==> src/rtl/demux_stream.sv <==
// Registered 1-to-CHANNELS stream demultiplexer with valid/ready handshaking,
// broadcast mode and a saturating counter of beats sent to non-existent channels.
module demux_stream #(
   parameter int unsigned WIDTH    = 8,
   parameter int unsigned CHANNELS = 8,
   parameter int unsigned SEL_W    = 3,
   parameter int unsigned CNT_W    = 8
) (
   input  logic                      clk,
   input  logic                      rst_n,
   input  logic                      in_valid,
   output logic                      in_ready,
   input  logic [WIDTH-1:0]          in_data,
   input  logic [SEL_W-1:0]          sel,
   input  logic                      bcast,
   output logic [CHANNELS-1:0]       out_valid,
   input  logic [CHANNELS-1:0]       out_ready,
   output logic [CHANNELS*WIDTH-1:0] out_data,
   output logic [CNT_W-1:0]          drop_cnt
);

   logic [CHANNELS-1:0]       valid_q, valid_d;
   logic [CHANNELS*WIDTH-1:0] data_q, data_d;
   logic [CNT_W-1:0]          drop_q, drop_d;
   logic [CHANNELS-1:0]       free, sel_hit, load;
   logic                      sel_ok, accept;

   // One-hot decode of sel; all-zero when sel names a channel that does not exist.
   always_comb begin
      sel_hit = '0;
      for (int unsigned c = 0; c < CHANNELS; c++) begin
         sel_hit[c] = (32'(sel) == c);
      end
   end

   assign free   = ~valid_q | out_ready;
   assign sel_ok = |sel_hit;

   always_comb begin
      if (bcast) begin
         in_ready = &free;
      end else if (sel_ok) begin
         in_ready = |(free & sel_hit);
      end else begin
         in_ready = 1'b1;
      end
   end

   assign accept = in_valid & in_ready;

   always_comb begin
      load = '0;
      if (accept) begin
         load = bcast ? {CHANNELS{1'b1}} : sel_hit;
      end
   end

   always_comb begin
      valid_d = load | (valid_q & ~out_ready);
      data_d  = data_q;
      for (int unsigned c = 0; c < CHANNELS; c++) begin
         if (load[c]) begin
            data_d[c*WIDTH +: WIDTH] = in_data;
         end
      end
      drop_d = drop_q;
      if (accept && !bcast && !sel_ok && (drop_q != {CNT_W{1'b1}})) begin
         drop_d = drop_q + CNT_W'(1);
      end
   end

   always_ff @(posedge clk or negedge rst_n) begin
      if (!rst_n) begin
         valid_q <= '0;
         data_q  <= '0;
         drop_q  <= '0;
      end else begin
         valid_q <= valid_d;
         data_q  <= data_d;
         drop_q  <= drop_d;
      end
   end

   assign out_valid = valid_q;
   assign out_data  = data_q;
   assign drop_cnt  = drop_q;

endmodule
==> config.mk <==
export PLATFORM = sky130hd
export DESIGN_NAME = demux_stream
export DESIGN_NICKNAME = d
export VERILOG_FILES = /design/src/rtl/demux_stream.sv
export SDC_FILE = /design/constraint.sdc
export NUM_CORES = 1
export LEC_CHECK = 0
export CAP_MARGIN = 20
export CORE_ASPECT_RATIO = 1.25
export CORE_UTILIZATION = 25
export CTS_CLUSTER_SIZE = 14
export DETAILED_ROUTE_END_ITERATION = 8
export HOLD_SLACK_MARGIN = 0.05
export PLACE_DENSITY_LB_ADDON = 0.3
export SYNTH_ARGS = -nofsm -noshare
export SYNTH_HDL_FRONTEND = slang
export SYNTH_SLANG_ARGS = --single-unit
==> constraint.sdc <==
create_clock -name clk -period 2.7 [get_ports clk]
set_input_delay 0.27 -clock clk [delete_from_list [all_inputs] [get_ports clk]]
set_output_delay 0.27 -clock clk [all_outputs]
set_load 0.005 [all_outputs]
==> impl_metrics.csv <==
group,metric,value,unit
detailed_routing,drc,0,
die,pin_count,104,
logic_synthesis,syn_inst,218,
global_route,grt_pass1_vias,2319,
pwr,switchingPower,1.09,mW
cts,clk_latency,330,ps
layout,antenna_cells,0,
logic_synthesis,synthArstFlopShare,1.00,
sta,skew,5.67,ps
pwr,seqPwrFrac,0.397,
die,fp.dieH,130,um
setup_path,endpoint_kind,"output port",
logic_synthesis,seq_area_frac_synth,0.614,
detailed_routing,vias,2194,
detailed_routing,drt_iter0_drc,78,
logic_synthesis,syn_nets,241,
job,max-cap-violations,0,
sta,slew_headroom,0.716,
detailed_routing,ant_nets,0,
global_route,track_usage,0.133,
global_route,grt_overflow_total,0,
pwr,vdd_drop_max,0.344,mV
logic_synthesis,yosysUniqueCellTypes,28,
pwr,p_per_area,881,mW/mm^2
pwr,leakagePower,2.13,nW
setup_path,crit_path_start_kind,"input pin",
placement,port_buffers,103,
cts,cts_tree,"done",
logic_synthesis,syn_area_per_cell,14.9,um^2
die,rows,46,
sta,setup_tns,0,ps
cts,clk_pin_slew,60,ps
pwr,pwr-share-comb,0.321,
sta,hold_viol,0,
detailed_routing,wl_per_cell,16.6,um
setup_path,criticalPathCategory,"in2out",
logic_synthesis,yosysWarnings,0,
placement,dp.final_hpwl,5920,um
die,initial_core_util,0.256,
setup_path,crit_arrival,2270,ps
logic_synthesis,yosys_register_bits,80,
placement,gp_congestion,0.790,
global_route,grt_pass1_wl,13200,um
setup_path,critical_path_required,2430,ps
layout,nets,360,
layout,area_growth,52.6,%
pwr,pwr-share-clk,0.282,
cts,clkSinkCount,80,
layout,drive_gt1_frac,0.319,
global_route,antenna_found_initial,0,
logic_synthesis,synth_edf_count,0,
pwr,internal_power,3.29,mW
setup_path,path_max_fanout,9,
sta,slew_viol_final,0,
detailed_routing,drt_pass1_iterations,4,
cts,cts_buffers,9,
layout,layout_commonest_cell,"clkdlybuf4s50_1",
global_route,grt_max_degree,81,
die,dieWidth,104,um
logic_synthesis,netlist_area,0.00326,mm^2
sta,finalCriticalPeriod,2540,ps
detailed_routing,wl,8480,um
sta,worst_slew_pin_slew,422,ps
sta,rsz0062_at_grt,"false",
sta,setup_viol,0,
sta,maxClockFrequency,0.394,GHz
hold_path,holdCritPathClass,"reg2reg",
sta,post-route-period-util,0.941,
pwr,switching_share,0.249,
die,core-area,0.0127,mm^2
layout,fin_util,0.391,
layout,mostFrequentLayoutCells,"101 x clkdlybuf4s50_1, 80 x dfrtp_1, 56 x mux2_2",
die,dieArea,0.0135,mm^2
cts,cts_max_path_buffers,2,
cts,root_buffer,"clkbuf_16",
cts,cts_htree_levels,3,
detailed_routing,vias_per_cell,4.30,
logic_synthesis,synth_ff_type,"dfrtp_1",
run_status,status,"finished clean",
[path summary, 6_finish.rpt]
path                                         startpoint                        to  slack [ps]  depth (start not counted)
min in group asynchronous                         rst_n  out_data[12]$_DFFE_PN0P_         420                          2
worst max-delay path                             sel[0]                  in_ready         160                          7
worst min-delay path            drop_cnt[1]$_DFFE_PN0P_   drop_cnt[1]$_DFFE_PN0P_         370                          0
worst max register to register   out_valid[0]$_DFF_PN0_  out_data[17]$_DFFE_PN0P_         590                          7
max in group asynchronous                         rst_n  out_data[35]$_DFFE_PN0P_        1690                          3
worst min register to register  drop_cnt[1]$_DFFE_PN0P_   drop_cnt[1]$_DFFE_PN0P_         370                          0
[worst max-delay path: stages]
cell and delay, ps:
clkdlybuf4s50_1 620, mux2i_1 120, o32a_1 300, a31o_1 220, buf_12 170, nand2_1 70
clkdlybuf4s50_1 490
[sequential cells by signal, summed over array words and instances (netlist names)]
register / flops
out_valid: 8
drop_cnt: 8
out_data: 64
[per-stage QoR]
step / total power, mW / hold WS, ps / cells / setup slack, ps / instance area (um^2)
finish: 4.38 / 373 / 510 / 159 / 4970
global route: 4.62 / 385 / 510 / 39.5 / 4970
CTS: 4.46 / 161 / 508 / 111 / 4930
detailed placement: 3.19 / 365 / 492 / 104 / 4630
global placement: 3.16 / 364 / 492 / 164 / 4630
floorplan: 2.22 / -25.6 / 218 / 697 / 3260
[power groups by stage]
stage	combinational [mW]	sequential [mW]	clock (mW)
4_1_cts	1.43	1.75	1.28
2_1_floorplan	0.452	1.77	0
6_report	1.41	1.74	1.24
5_1_grt	1.50	1.79	1.33
3_3_place_gp	1.40	1.76	0
3_5_place_dp	1.42	1.77	0
[cells in the mapped netlist (2+ instances only)]
master | n | area [um^2]
a21o_1 | 7 | 52.6
a21oi_4 | 8 | 130
a22oi_1 | 2 | 15.0
and3_1 | 2 | 12.5
buf_4 | 2 | 15.0
clkbuf_1 | 9 | 33.8
dfrtp_1 | 80 | 2000
inv_1 | 7 | 26.3
mux2_2 | 56 | 631
mux2_4 | 8 | 120
nand2_1 | 7 | 26.3
nand2b_1 | 4 | 25.0
nor3_1 | 2 | 10.0
nor3b_1 | 2 | 15.0
o21ai_0 | 9 | 45.0
[metal layers]
layer / GRT usage / part of all wire / vias up
met5: 0 / 0 / -
met4: 0.0605 / 0.019 / 0
met3: 0.0392 / 0.049 / 17
met2: 0.215 / 0.48 / 68
met1: 0.164 / 0.45 / 1109
li1: - / - / 1000
[timing repair]
item                       in CTS  in global routing
gates resized for setup         0                  1
hold buffers                    0                  1
hold endpoints to repair        0                 30
setup endpoints to repair       0                  1
buffers inserted                0                  0
[cell families (layout without fill, tap and decap cells)]
logic type,Yosys count,count (layout),share of synthesized area
DFF,80,80,0.614
muxes,65,65,0.233
AOI/OAI and AO/OA,28,28,0.0803
buffers and inverters,21,145,0.0292
and+or+nand+nor,24,24,0.0426
[layout make-up]
class                   count  area (um^2)
well taps                 168          210
clock inverters             5         53.8
clock buffers              11          253
multi-input cells         117         1160
inverters                   8         30.0
repair buffers            121         1260
flip-flops and latches     80         2000
fillers                  1212         7750
Power figures use the tool's default switching activity.
